$ cat config.mk
export PLATFORM = sky130hd
export DESIGN_NAME = pep9_mem_sequencer
export DESIGN_NICKNAME = d
export VERILOG_FILES = /design/src/rtl/pep9_mem_pkg.sv /design/src/rtl/pep9_bus_timer.sv /design/src/rtl/pep9_mem_sequencer.sv
export SDC_FILE = /design/constraint.sdc
export NUM_CORES = 1
export LEC_CHECK = 0
export ABC_CLOCK_PERIOD_IN_PS = 2500
export BUFFER_PORTS_ARGS = -buffer_cell sky130_fd_sc_hd__buf_2
export CAP_MARGIN = 5
export CORE_MARGIN = 8
export CORE_UTILIZATION = 55
export DETAILED_ROUTE_END_ITERATION = 10
export HOLD_SLACK_MARGIN = 0.15
export PLACE_DENSITY = 0.91
export SLEW_MARGIN = 20
export SYNTH_ARGS = -nofsm -noshare
export SYNTH_HDL_FRONTEND = slang
export SYNTH_SLANG_ARGS = --single-unit
$ cat constraint.sdc
create_clock -name sysclk -period 2.5 [get_ports sysclk]
set_input_delay 0.125 -clock sysclk [delete_from_list [all_inputs] [get_ports sysclk]]
set_output_delay 0.125 -clock sysclk [all_outputs]
set_load 0.01 [all_outputs]
$ cat src/rtl/pep9_mem_pkg.sv
// Shared types and widths for the Pep9 CPU-side memory sequencer.
package pep9_mem_pkg;

  localparam int unsigned ADDR_W = 16;
  localparam int unsigned BYTE_W = 8;
  localparam int unsigned WORD_W = 16;

  // Width of the per-byte wait counter; covers the 2..255 timeout range.
  localparam int unsigned TMR_W = 8;

  localparam int unsigned TIMEOUT_CYCLES_DEFAULT = 64;

  typedef enum logic [2:0] {
    ST_IDLE,
    ST_BYTE0,
    ST_GAP,
    ST_BYTE1,
    ST_RESP
  } mem_state_t;

endpackage

$ cat src/rtl/pep9_bus_timer.sv
// Saturating per-byte wait counter; expired_o flags the last allowed cycle.
module pep9_bus_timer
  import pep9_mem_pkg::*;
#(
  parameter int unsigned TIMEOUT_CYCLES = TIMEOUT_CYCLES_DEFAULT
) (
  input  logic clk_i,
  input  logic rst_i,
  input  logic clear_i,
  input  logic enable_i,
  output logic expired_o
);

  localparam logic [TMR_W-1:0] LIMIT = TMR_W'(TIMEOUT_CYCLES - 1);

  logic [TMR_W-1:0] count_q;
  logic [TMR_W-1:0] count_d;

  // Count waiting cycles, holding at the limit.
  always_comb begin
    count_d = count_q;
    if (clear_i) begin
      count_d = '0;
    end else if (enable_i && (count_q != LIMIT)) begin
      count_d = count_q + TMR_W'(1);
    end
  end

  // Counter register with synchronous reset.
  always_ff @(posedge clk_i) begin
    if (rst_i) begin
      count_q <= '0;
    end else begin
      count_q <= count_d;
    end
  end

  assign expired_o = (count_q == LIMIT);

endmodule

$ cat src/rtl/pep9_mem_sequencer.sv
// Splits Pep9 byte/word accesses into big-endian byte transactions on the
// APB bridge interface, reassembles read data and enforces a per-byte timeout.
module pep9_mem_sequencer
  import pep9_mem_pkg::*;
#(
  parameter int unsigned TIMEOUT_CYCLES = TIMEOUT_CYCLES_DEFAULT
) (
  input  logic              sysclk,
  input  logic              reset,
  input  logic              cpu_req,
  input  logic [ADDR_W-1:0] cpu_addr,
  input  logic              cpu_we,
  input  logic              cpu_word,
  input  logic [WORD_W-1:0] cpu_wdata,
  output logic              cpu_ready,
  output logic              cpu_done,
  output logic              cpu_err,
  output logic [WORD_W-1:0] cpu_rdata,
  output logic              bus_req,
  output logic [ADDR_W-1:0] bus_addr,
  output logic [BYTE_W-1:0] bus_wdata,
  output logic              bus_we,
  input  logic              bus_done,
  input  logic [BYTE_W-1:0] bus_rdata
);

  mem_state_t        state_q, state_d;
  logic [ADDR_W-1:0] addr_q, addr_d;
  logic              we_q, we_d;
  logic              word_q, word_d;
  logic [WORD_W-1:0] wdata_q, wdata_d;

  logic              bus_req_q, bus_req_d;
  logic [ADDR_W-1:0] bus_addr_q, bus_addr_d;
  logic [BYTE_W-1:0] bus_wdata_q, bus_wdata_d;
  logic              bus_we_q, bus_we_d;
  logic              cpu_done_q, cpu_done_d;
  logic              cpu_err_q, cpu_err_d;
  logic [WORD_W-1:0] cpu_rdata_q, cpu_rdata_d;

  logic tmr_clr;
  logic tmr_en;
  logic tmr_expired;

  pep9_bus_timer #(
    .TIMEOUT_CYCLES(TIMEOUT_CYCLES)
  ) u_timer (
    .clk_i    (sysclk),
    .rst_i    (reset),
    .clear_i  (tmr_clr),
    .enable_i (tmr_en),
    .expired_o(tmr_expired)
  );

  // Next-state and registered-output decode; bus outputs are computed one
  // cycle ahead so they are register-driven yet aligned with the state.
  always_comb begin
    state_d     = state_q;
    addr_d      = addr_q;
    we_d        = we_q;
    word_d      = word_q;
    wdata_d     = wdata_q;
    bus_req_d   = bus_req_q;
    bus_addr_d  = bus_addr_q;
    bus_wdata_d = bus_wdata_q;
    bus_we_d    = bus_we_q;
    cpu_done_d  = 1'b0;
    cpu_err_d   = 1'b0;
    cpu_rdata_d = cpu_rdata_q;
    tmr_clr     = 1'b0;
    tmr_en      = 1'b0;

    unique case (state_q)
      ST_IDLE: begin
        if (cpu_req) begin
          addr_d      = cpu_addr;
          we_d        = cpu_we;
          word_d      = cpu_word;
          wdata_d     = cpu_wdata;
          cpu_rdata_d = '0;
          bus_req_d   = 1'b1;
          bus_addr_d  = cpu_addr;
          bus_wdata_d = cpu_word ? cpu_wdata[15:8] : cpu_wdata[7:0];
          bus_we_d    = cpu_we;
          tmr_clr     = 1'b1;
          state_d     = ST_BYTE0;
        end
      end

      ST_BYTE0: begin
        tmr_en = !bus_done;
        if (bus_done) begin
          bus_req_d = 1'b0;
          bus_we_d  = 1'b0;
          if (word_q) begin
            if (!we_q) cpu_rdata_d[15:8] = bus_rdata;
            state_d = ST_GAP;
          end else begin
            if (!we_q) cpu_rdata_d = {8'h00, bus_rdata};
            cpu_done_d = 1'b1;
            state_d    = ST_RESP;
          end
        end else if (tmr_expired) begin
          bus_req_d   = 1'b0;
          bus_we_d    = 1'b0;
          cpu_rdata_d = '0;
          cpu_done_d  = 1'b1;
          cpu_err_d   = 1'b1;
          state_d     = ST_RESP;
        end
      end

      ST_GAP: begin
        bus_req_d   = 1'b1;
        bus_addr_d  = addr_q + ADDR_W'(1);
        bus_wdata_d = wdata_q[7:0];
        bus_we_d    = we_q;
        tmr_clr     = 1'b1;
        state_d     = ST_BYTE1;
      end

      ST_BYTE1: begin
        tmr_en = !bus_done;
        if (bus_done) begin
          bus_req_d = 1'b0;
          bus_we_d  = 1'b0;
          if (!we_q) cpu_rdata_d[7:0] = bus_rdata;
          cpu_done_d = 1'b1;
          state_d    = ST_RESP;
        end else if (tmr_expired) begin
          bus_req_d   = 1'b0;
          bus_we_d    = 1'b0;
          cpu_rdata_d = '0;
          cpu_done_d  = 1'b1;
          cpu_err_d   = 1'b1;
          state_d     = ST_RESP;
        end
      end

      ST_RESP: begin
        state_d = ST_IDLE;
      end

      default: begin
        state_d = ST_IDLE;
      end
    endcase
  end

  // State, latched request fields and registered outputs.
  always_ff @(posedge sysclk) begin
    if (reset) begin
      state_q     <= ST_IDLE;
      addr_q      <= '0;
      we_q        <= 1'b0;
      word_q      <= 1'b0;
      wdata_q     <= '0;
      bus_req_q   <= 1'b0;
      bus_addr_q  <= '0;
      bus_wdata_q <= '0;
      bus_we_q    <= 1'b0;
      cpu_done_q  <= 1'b0;
      cpu_err_q   <= 1'b0;
      cpu_rdata_q <= '0;
    end else begin
      state_q     <= state_d;
      addr_q      <= addr_d;
      we_q        <= we_d;
      word_q      <= word_d;
      wdata_q     <= wdata_d;
      bus_req_q   <= bus_req_d;
      bus_addr_q  <= bus_addr_d;
      bus_wdata_q <= bus_wdata_d;
      bus_we_q    <= bus_we_d;
      cpu_done_q  <= cpu_done_d;
      cpu_err_q   <= cpu_err_d;
      cpu_rdata_q <= cpu_rdata_d;
    end
  end

  assign cpu_ready = (state_q == ST_IDLE);
  assign cpu_done  = cpu_done_q;
  assign cpu_err   = cpu_err_q;
  assign cpu_rdata = cpu_rdata_q;
  assign bus_req   = bus_req_q;
  assign bus_addr  = bus_addr_q;
  assign bus_wdata = bus_wdata_q;
  assign bus_we    = bus_we_q;

endmodule

==> results of run 1 <==
==> registers in the layout (all words and copies together) (netlist names) <==
signal	flops
addr_q	16
bus_addr	16
cpu_rdata	16
bus_wdata	8
u_timer.count_q	8
wdata_q	8
state_q	3
bus_req	1
bus_we	1
cpu_done	1
cpu_err	1
we_q	1
word_q	1
==> worst paths after layout <==
path	slack [ns]	start	endpoint
setup reg to reg	0.46	u_timer.count_q[0]	cpu_rdata[0]
hold / removal	0.21	cpu_wdata[13]	bus_wdata[5]
setup / recovery	0.46	u_timer.count_q[0]	cpu_rdata[0]
hold reg to reg	0.46	wdata_q[6]	bus_wdata[6]
==> through the flow <==
| step | cell area, um2 | power, mW |
|---|---|---|
| after floorplan | 3520 | 1.67 |
| after global placement | 4030 | 1.80 |
| after detailed placement | 4030 | 1.81 |
| after CTS | 4650 | 3.09 |
| after global routing | 4650 | 3.21 |
| final | 4650 | 3.08 |
==> cell type report <==
cell class / instances / area share [%]
Sequential cell: 81 / 34.9
Clock inverter: 7 / 3.07
Multi-Input combinational cell: 299 / 37.9
Timing Repair Buffer: 134 / 19.0
Clock buffer: 9 / 2.67
Tap cell: 77 / 2.07
Inverter: 5 / 0.404
==> logic make-up after synthesis <==
logic type	after synthesis	synth area share, %
compound gates	111	20.6
buf+inv	33	4.08
simple gates	163	22.5
fa+ha+maj	2	0.710
flops	81	46.0
xor+xnor	14	3.48
mux	9	2.56
==> layout by cell type, fill, tap and decap left out, types with 2 or more instances in the layout <==
cell,instances
a2111oi_0,2
a211oi_1,5
a21o_1,4
a21oi_1,52
a221oi_1,3
a22o_1,16
a311oi_1,2
a31oi_1,6
and3_1,6
buf_2,90
buf_4,8
bufinv_16,4
clkbuf_8,9
clkinv_4,2
dfxtp_1,81
dlygate4sd3_1,35
ha_1,2
inv_1,5
mux2i_1,9
nand2_1,88
nand2b_1,2
nand3_1,11
nand4_1,3
nor2_1,15
nor3_1,11
nor3b_1,2
nor4_1,7
o211ai_1,10
o21a_1,2
o21ai_0,4
or3_1,4
or3b_1,2
xnor2_1,11
xor2_1,3
==> metal layers <==
metal  up-vias  track usage [%]  wire length, um
met5         -                0                0
met4         0             9.99              143
met1      1664             27.7             4280
met2       163             35.1             4570
li1       1713                -                -
met3        14             5.62              842
==> power groups by stage <==
| stage | Sequential, mW | Clock (mW) | Combinational, mW |
|---|---|---|---|
| floorplan | 1.46 | 0 | 0.209 |
| CTS | 1.42 | 1.26 | 0.406 |
| global placement | 1.45 | 0 | 0.348 |
| global route | 1.44 | 1.32 | 0.451 |
| detailed placement | 1.45 | 0 | 0.361 |
| finish | 1.43 | 1.24 | 0.409 |
==> critical path: stages, from the launching register on <==
cell and delay, ns:
dfxtp_1 0.40, ha_1 0.26, nand4bb_1 0.24, o21ai_0 0.45, a31oi_2 0.29, a22o_1 0.30
==> results.md, run 1 <==
* Total grt overflow at 0
* I/O pin count at slightly above 90
* Drt total wl at 9830 um
* Count leader, synth: nand2_1
* Syn Nets at ~460
* Root buffer cell: clkbuf_8
* Synth cell count leaders: nand2_1, dfxtp_1, a21oi_1, a22o_1
* CP Max Fanout at 8
* Postcts setup bufs at 0
* Multi-input combinational cell area at around 1800 um2
* Total negative slack at 0 ns
* WHS Path Cells at 5
* Cell taking the most area after synthesis: dfxtp_1
* Clock sinks at 81
* 1st-pass router iterations at 5
* DR vias at 3554
* Seq/Total Area, Yosys at 46.0%
* Die Area at about 9200 um2
* Worst-Margin Slew at just over 0.7 ns
* Fin. max-slew vios at 0
* Starting Density at 56.1%
* Pwr Density at about 660 nW/um2
* Vias per inst at 5.81
* Worst vdd ir at roughly 0.52 mV
* Final hold violations at 0
* Status: complete, no violations
* Dpl hpwl at 6640 um
* Final #Nets at around 580
* Gate power share at 13.3%
* CTS H-tree depth at 3
* Ys async rst share at 0%
* Leak at 1.92 nW
* Vias in the first global route at 3517
* EDFF count, synth at 0
* Initial DRC count at 271
* Clk_skew at roughly 0.018 ns
* Layout cell share with drive strength beyond 1 at 22.8%
* Synth Instances at slightly above 400
* Max Clk Rate at 490 MHz
* Worst-skew pair later-pin latency at 0.36 ns
* Fin crit share at 81.7%
* Final hold slack at roughly 0.21 ns
* Sequential power share at 46.4%
* Switching Fraction at around a quarter
* I/O Buffers at 90
* Primary FF master, synth: dfxtp_1
* Netlist Area Pre-Place at 3520 um2
* Number of diodes at 0
* Crit path kind: flip-flop to flip-flop
* Worst slack at placement at 0.465 ns
* Largest net degree at the start of global routing at 37
* Max Cap Violations at 0
* Die H at 96.0 um
* First-pass GRT wire length at between 15000 and 20000 um
* GRT Total Usage at 22.2%
* Drt drc at 0
* R2R depth at 5
* Worst hold path class: input port to flip-flop
* FF+latch area at 1620 um2
* Crit start category: flip-flop
* Psw at 0.755 mW
* Endpoints failing setup at 0
* # rows at 29
* Fillers at approximately 450
* Share of the synthesized area in the top cell type at a little under half
* Syn avg cell area at 8.53 um2
* Final Util at between 70% and 80%
* Core Region at 6280 um2
* Final WS setup at 0.458 ns
* RSZ-0062 raised after global routing: false
* Clock share of power at 40.3%
* Post-placement cell count at 561
* Die X-Extent at roughly 96 um
* Layout area overhead at 31.9%
* Routability Congestion at 0.889
* Synthesis-stage register bit count at between 80 and 90
* CTS tree: yes
* Min cycle time layout at 2.04 ns
* Antenna violations before repair at 0
* Critical Path RT at 2.74 ns
* Hold-fix buffers at CTS at 35
* Final antenna-violating net count at 0
* DR WL/cell at 16.1 um
* Cell Count, Final, Fillers Out at between 600 and 700
* Arr. time, crit path at 2.28 ns
* Slew headroom at 52.5%
* Post-synthesis cell type count at 49
* Cell internal pwr at 2.32 mW
* Yosys Warn Count at 0
* Synth area leaders: dfxtp_1, nand2_1, a21oi_1
* Post-cts resize count at 0
* Clock tree buffer depth at 2
* Total CTS buffers at 9
* Clock slew at reported path FFs at about 0.080 ns
* Worst setup EP type: flip-flop
Power figures use the tool's default switching activity.
==> run 2, diff against run 1 <==
--- a/config.mk
+++ b/config.mk
@@ -5,14 +5,15 @@
 export SDC_FILE = /design/constraint.sdc
 export NUM_CORES = 1
 export LEC_CHECK = 0
-export ABC_CLOCK_PERIOD_IN_PS = 2500
+export ABC_AREA = 1
+export ABC_CLOCK_PERIOD_IN_PS = 2000
 export BUFFER_PORTS_ARGS = -buffer_cell sky130_fd_sc_hd__buf_2
 export CAP_MARGIN = 5
 export CORE_MARGIN = 8
-export CORE_UTILIZATION = 55
+export CORE_UTILIZATION = 53
 export DETAILED_ROUTE_END_ITERATION = 10
 export HOLD_SLACK_MARGIN = 0.15
-export PLACE_DENSITY = 0.91
+export PLACE_DENSITY = 0.87
 export SLEW_MARGIN = 20
 export SYNTH_ARGS = -nofsm -noshare
 export SYNTH_HDL_FRONTEND = slang
==> constraint.sdc (replaced) <==
create_clock -name sysclk -period 2 [get_ports sysclk]
set_input_delay 0.1 -clock sysclk [delete_from_list [all_inputs] [get_ports sysclk]]
set_output_delay 0.1 -clock sysclk [all_outputs]
set_load 0.01 [all_outputs]
==> run 2 against run 1 <==
Net effect:
- synthesized cell count increased by 28%
- sequential cell count unchanged
- setup slack got worse by 0.25 ns
- sequential share of layout area decreased by 1.3 points
- final area increased by 4.0%
==> results.md, run 2 <==
* Status: complete, no violations
* Synth Area in Adders at 0.683%
* Root buffer cell: clkbuf_8
* Post-synthesis cell type count at 27
* Die X-Extent at 99.1 um
* Synth area leaders: dfxtp_1, nand2_1, a21oi_1
* Crit path launch: state_q[0]
* Busiest grt layer: met2
* Fin crit share at roughly nine tenths
* Post-cts resize count at 0
* Fin. max-slew vios at 0
* Commonest cells after routing, fill and taps aside: nand2_1, buf_2, dfxtp_1
* Worst-Margin Slew at 0.533 ns
* Clock share of power at between 30% and 40%
* Routability Congestion at 0.891
* Vias in the first global route at 3959
* Psw at 1.01 mW
* Total CTS buffers at 9
* Synthesis-stage register bit count at 81
* Clock tree buffer depth at 2
* Syn avg cell area at 6.94 um2
* Arr. time, crit path at 2.03 ns
* Number of diodes at 0
* Compound-cell area share of the yosys netlist at 12.7%
* Worst-skew pair later-pin latency at 0.35 ns
* CTS tree: yes
* Worst slack at placement at 0.240 ns
* Yosys Warn Count at 0
* Critical Path RT at 2.24 ns
* Cell Count, Final, Fillers Out at about 740
* Max Cap Violations at 0
* Min cycle time layout at ~1.8 ns
* Gate power share at 15.7%
* Clock sinks at between 80 and 90
* EDFF count, synth at 0
* Pwr Density at 762 nW/um2
* Netlist Area Pre-Place at about 3700 um2
* CP endpoint: cpu_rdata[3]
* Sequential power share at a little under half
* Largest net degree at the start of global routing at 42
* Dpl hpwl at 6990 um
* Antenna violations before repair at 0
* Switching Fraction at 27.4%
* Count leader, synth: nand2_1
* Primary FF master, synth: dfxtp_1
* Initial DRC count at 302
* GRT met1 Usage at between 20% and 30%
* Max Clk Rate at 559 MHz
* Starting Density at 54.2%
* Final hold violations at 0
* Clock slew at reported path FFs at roughly 0.09 ns
* Cell internal pwr at 2.67 mW
* # rows at 30
* Ys async rst share at 0%
* I/O Buffers at 90
* RSZ-0062 raised after global routing: false
* Layout cell share with drive strength beyond 1 at 19.3%
* CTS H-tree depth at 3
* Endpoints failing setup at 0
* Synth cell count leaders: nand2_1, dfxtp_1, a21oi_1, nand3_1, inv_1
* Global routing usage on met3 at 5.73%
* Total negative slack at 0 ns
* 1st-pass router iterations at 5
* Syn Nets at 576
* Final antenna-violating net count at 0
* Drt total wl at 11000 um
* Final WS setup at 0.211 ns
* I/O pin count at 91
* Share of the synthesized area in the top cell type at 44.3%
* DR WL/cell at roughly 15 um
* Postcts setup bufs at 0
* GRT Total Usage at around 23%
* Cell taking the most area after synthesis: dfxtp_1
* Worst setup EP type: flip-flop
* Total grt overflow at 0
* R2R Path Start: state_q[0]
* Crit start category: flip-flop
* Simple-Gate Fraction of Synth Area at between 30% and 40%
* R2R depth at 8
* Final hold slack at 0.195 ns
* Critical-path top delay cell: dfxtp_1
* R2R setup slack at around 0.21 ns
* Core Region at 6760 um2
* Post-placement cell count at 685
* Crit path kind: flip-flop to flip-flop
* Reg2reg end: cpu_rdata[3]
* Die H at 99.1 um
* Main combinational cell family by area after synthesis: simple AND/OR/NAND/NOR gates
* Slew headroom at 64.4%
* Post-synthesis xor/xnor area fraction at 1.67%
* Synth Instances at between 500 and 600
* Final #Nets at 707
* Vias per inst at around 5.5
* Leak at 2.18 nW
* Drt drc at 0
* Mux cell area share after synthesis at 0%
* GR met2 Demand/Resource at 38.8%
* Max stage delay on crit path at 0.35 ns
* CP Max Fanout at 13
* Seq/Total Area, Yosys at 44.3%
* Worst hold path class: input port to flip-flop
* First-pass GRT wire length at 18800 um
* Worst vdd ir at 0.586 mV
* Layout area overhead at 31.9%
* Die Area at 9830 um2
* Commonest non-fill, non-tap cell in the layout: nand2_1
* DR vias at 4062
* Clk_skew at 0.0119 ns
* Crit-path cells: nor2_2, nand2_1, nor2_4, nor2_2, nor3_4, nand2_4, nand3_1, nand2_1
* Final Util at 71.5%
run 2: cell count changes in the layout (fill, tap and decap cells not counted), moves of 16 or more:
cell / before / now
inv_1: 5 / 36
a22o_1: 16 / 0
nand2_1: 88 / 193
a21oi_1: 52 / 69
nand3_1: 11 / 37
run 2: area by class of cell:
class / count / area [um2]
Sequential cell: 81 / 1620
Tap cell: 80 / 100
Inverter: 41 / 154
Multi-Input combinational cell: 386 / 1800
Fill cell: 503 / 1920
Clock buffer: 12 / 145
Clock inverter: 4 / 76.3
Timing Repair Buffer: 140 / 933
run 2: worst min-delay path by stage:
stage,to,depth (start not counted),from
floorplan,cpu_rdata[3],2,bus_rdata[3]
global placement,cpu_rdata[3],3,bus_rdata[3]
detailed placement,cpu_rdata[4],3,bus_rdata[4]
CTS,bus_wdata[1],4,cpu_word
global route,bus_wdata[1],4,cpu_word
finish,bus_wdata[1],4,cpu_word
run 2: per-stage QoR:
stage          area [um2]  power, mW
6_report             4830       3.68
5_1_grt              4830       3.82
4_1_cts              4830       3.67
3_5_place_dp         4180       2.29
3_3_place_gp         4180       2.27
2_1_floorplan        3660       2.10
run 2: cell families (layout without fill, tap and decap cells):
kind of cell / Yosys count / count (layout)
AO/OA/AOI/OAI: 90 / 90
XOR/XNOR: 7 / 7
adder cells (fa/ha/maj): 2 / 2
buffers and inverters: 61 / 197
flip-flops: 81 / 81
AND/OR/NAND/NOR: 287 / 287
run 2: critical path, delay by kind of cell, from the launching register on:
family,cells,cell delay (ns)
flops,1,0.35
simple gates,8,1.32
run 2: metal layers:
layer | wire (um) | part of all wire (%) | vias to the layer above
li1 | - | - | 1987
met3 | 780 | 7.1 | 35
met1 | 4570 | 41 | 1858
met4 | 326 | 3.0 | 0
met5 | 0 | 0 | -
met2 | 5360 | 49 | 182
run 2: repair_timing:
action,4_1_cts,5_1_grt
hold buffers,43,0
setup endpoints to repair,0,0
endpoints found under the hold margin,65,0
run 2: power by group through the flow:
stage / Combinational (mW) / Sequential [mW] / Clock [mW]
after floorplan: 0.296 / 1.81 / 0
after global placement: 0.480 / 1.79 / 0
after detailed placement: 0.493 / 1.80 / 0
after CTS: 0.561 / 1.76 / 1.35
after global routing: 0.636 / 1.78 / 1.41
final: 0.578 / 1.76 / 1.34
==> run 3, diff against run 2 <==
--- a/config.mk
+++ b/config.mk
@@ -5,12 +5,11 @@
 export SDC_FILE = /design/constraint.sdc
 export NUM_CORES = 1
 export LEC_CHECK = 0
-export ABC_AREA = 1
 export ABC_CLOCK_PERIOD_IN_PS = 2000
 export BUFFER_PORTS_ARGS = -buffer_cell sky130_fd_sc_hd__buf_2
 export CAP_MARGIN = 5
 export CORE_MARGIN = 8
-export CORE_UTILIZATION = 53
+export CORE_UTILIZATION = 52
 export DETAILED_ROUTE_END_ITERATION = 10
 export HOLD_SLACK_MARGIN = 0.15
 export PLACE_DENSITY = 0.87
==> run 3 against run 2 <==
Net effect:
- first-iteration DRC count fell by 51%
- critical path type unchanged
- sequential share of layout area is 1.4 points higher
- fmax decreased by 3.4%
- setup slack got worse by 0.063 ns
- hold slack improved by 0.016 ns
- global-route usage shrank 2.6 points
- critical path depth down 3
- sequential cell count did not move
- highest routed layer unchanged
- clock skew down 0.0041 ns
- clock-buffer cell count stayed put
- via count is 13% lower
- die area is 1.7% lower
==> results.md, run 3 (synthesis results as in run 1) <==
* Status: complete, no violations
* Max Cap Violations at 0
* CTS tree: yes
* Clock slew at reported path FFs at 0.07 ns
* Vias in the first global route at 3595
* Drt drc at 0
* Pwr Density at 752 nW/um2
* # rows at 30
* CTS H-tree depth at 3
* Worst vdd ir at about 0.51 mV
* Antenna violations before repair at 0
* Worst setup EP type: flip-flop
* Die H at approximately 98 um
* Commonest cells after routing, fill and taps aside: buf_2, nand2_1, dfxtp_1
* Final antenna-violating net count at 0
* Drt total wl at 9810 um
* Max Clk Rate at 540 MHz
* Initial DRC count at 147
* Clock tree buffer depth at 2
* Final hold violations at 0
* Die X-Extent at 98.3 um
* Dpl hpwl at between 6000 and 7000 um
* GRT Total Usage at 20.5%
* FF+latch area at 1620 um2
* Total CTS buffers at 9
* Critical Path RT at 2.22 ns
* Number of diodes at 0
* Final Util at 69.3%
* DR vias at 3530
* Starting Density at 52.7%
* Die Area at 9670 um2
* Final instance area at approximately 4600 um2
* First-pass GRT wire length at 16700 um
* Final #Nets at 584
* Multi-input combinational cell area at about 1800 um2
* Core Region at 6680 um2
* Leak at 1.92 nW
* Worst-Margin Slew at 0.681 ns
* Routability Congestion at 0.865
* Worst slack at placement at 0.168 ns
* DR WL/cell at 15.8 um
* Worst-skew pair later-pin latency at 0.34 ns
* Worst hold path class: input port to flip-flop
* Critical-path top delay cell: nor4bb_1
* Postcts setup bufs at 0
* Final WS setup at 0.147 ns
* Clk_skew at 0.00776 ns
* Layout cell share with drive strength beyond 1 at 23.3%
* Total grt overflow at 0
* Slew headroom at 54.5%
* Min cycle time layout at about 1.9 ns
* Crit start category: flip-flop
* 1st-pass router iterations at 5
* Clock sinks at 81
* Crit-path cells: ha_1, nor4bb_1, a21oi_1, nor4_1, nor3_1
* I/O Buffers at 90
* Fillers at 506
* Vias per inst at 5.69
* Pwr Total at 3.48 mW
* Max stage delay on crit path at 0.48 ns
* I/O pin count at between 90 and 100
* Fin crit share at 92.6%
* Commonest non-fill, non-tap cell in the layout: buf_2
* Arr. time, crit path at 2.07 ns
* CP Max Fanout at 5
* Total negative slack at 0 ns
* Fin. max-slew vios at 0
* Placed cell areas at 4070 um2
* Crit path kind: flip-flop to flip-flop
* RSZ-0062 raised after global routing: false
* Layout area overhead at 31.5%
* Largest net degree at the start of global routing at 38
* Endpoints failing setup at 0
* Root buffer cell: clkbuf_8
run 3: changes by cell type in the layout (fill, tap and decap cells not counted), moves of 9 or more:
cell and delta:
nand3_1 -26, nor2_1 -10, nand2_1 -105, nor3_1 +10
inv_1 -31, mux2i_1 +9, a22o_1 +16, nand4_1 -10
a21oi_1 -17
run 3: through the flow:
stage	hold slack [ns]	std cells
6_report	0.212	620
3_5_place_dp	0.330	569
2_1_floorplan	0.215	413
3_3_place_gp	0.335	569
5_1_grt	0.245	620
4_1_cts	0.187	620
run 3: per-layer routing:
metal	global-route usage (%)	part of all wire (%)	vias to the layer above
li1	-	-	1721
met4	8.50	2.0	0
met3	6.12	7.8	25
met2	34.5	48	142
met1	23.7	42	1642
met5	0	0	-
run 3: cell type report:
type / instances / area share [%]
timing repair buffer: 140 / 20.0
clock buffer: 12 / 3.35
multi-input combinational: 299 / 38.2
sequential: 81 / 35.0
inverter: 5 / 0.405
tap: 80 / 2.16
clock inverter: 3 / 0.864
run 3: timing repair:
item	4_1_cts	5_1_grt
gates resized for setup	0	1
endpoints found under the setup margin	0	8
hold endpoints to repair	60	0
hold buffers	36	0
run 3: report_power, final:
part	internal (mW)	leakage [nW]	switching, mW
logic	0.247	1.15	0.279
registers	1.70	0.662	0.0727
clock network	0.635	0.102	0.546
run 3: path summary, 6_finish.rpt:
check / slack (ns) / start / cells after the start / end
worst max-delay path: 0.15 / u_timer.count_q[0] / 5 / bus_we
worst max register to register: 0.15 / u_timer.count_q[0] / 5 / bus_we
worst min-delay path: 0.21 / cpu_wdata[14] / 5 / bus_wdata[6]
worst min register to register: 0.46 / wdata_q[3] / 2 / wdata_q[3]
run 3: worst max-delay path: cells and delay by family (launching register included):
kind | cells | cell delay [ns]
flip-flops | 1 | 0.39
adder cells (fa/ha/maj) | 1 | 0.24
AO/OA/AOI/OAI | 1 | 0.25
AND/OR/NAND/NOR | 3 | 0.86
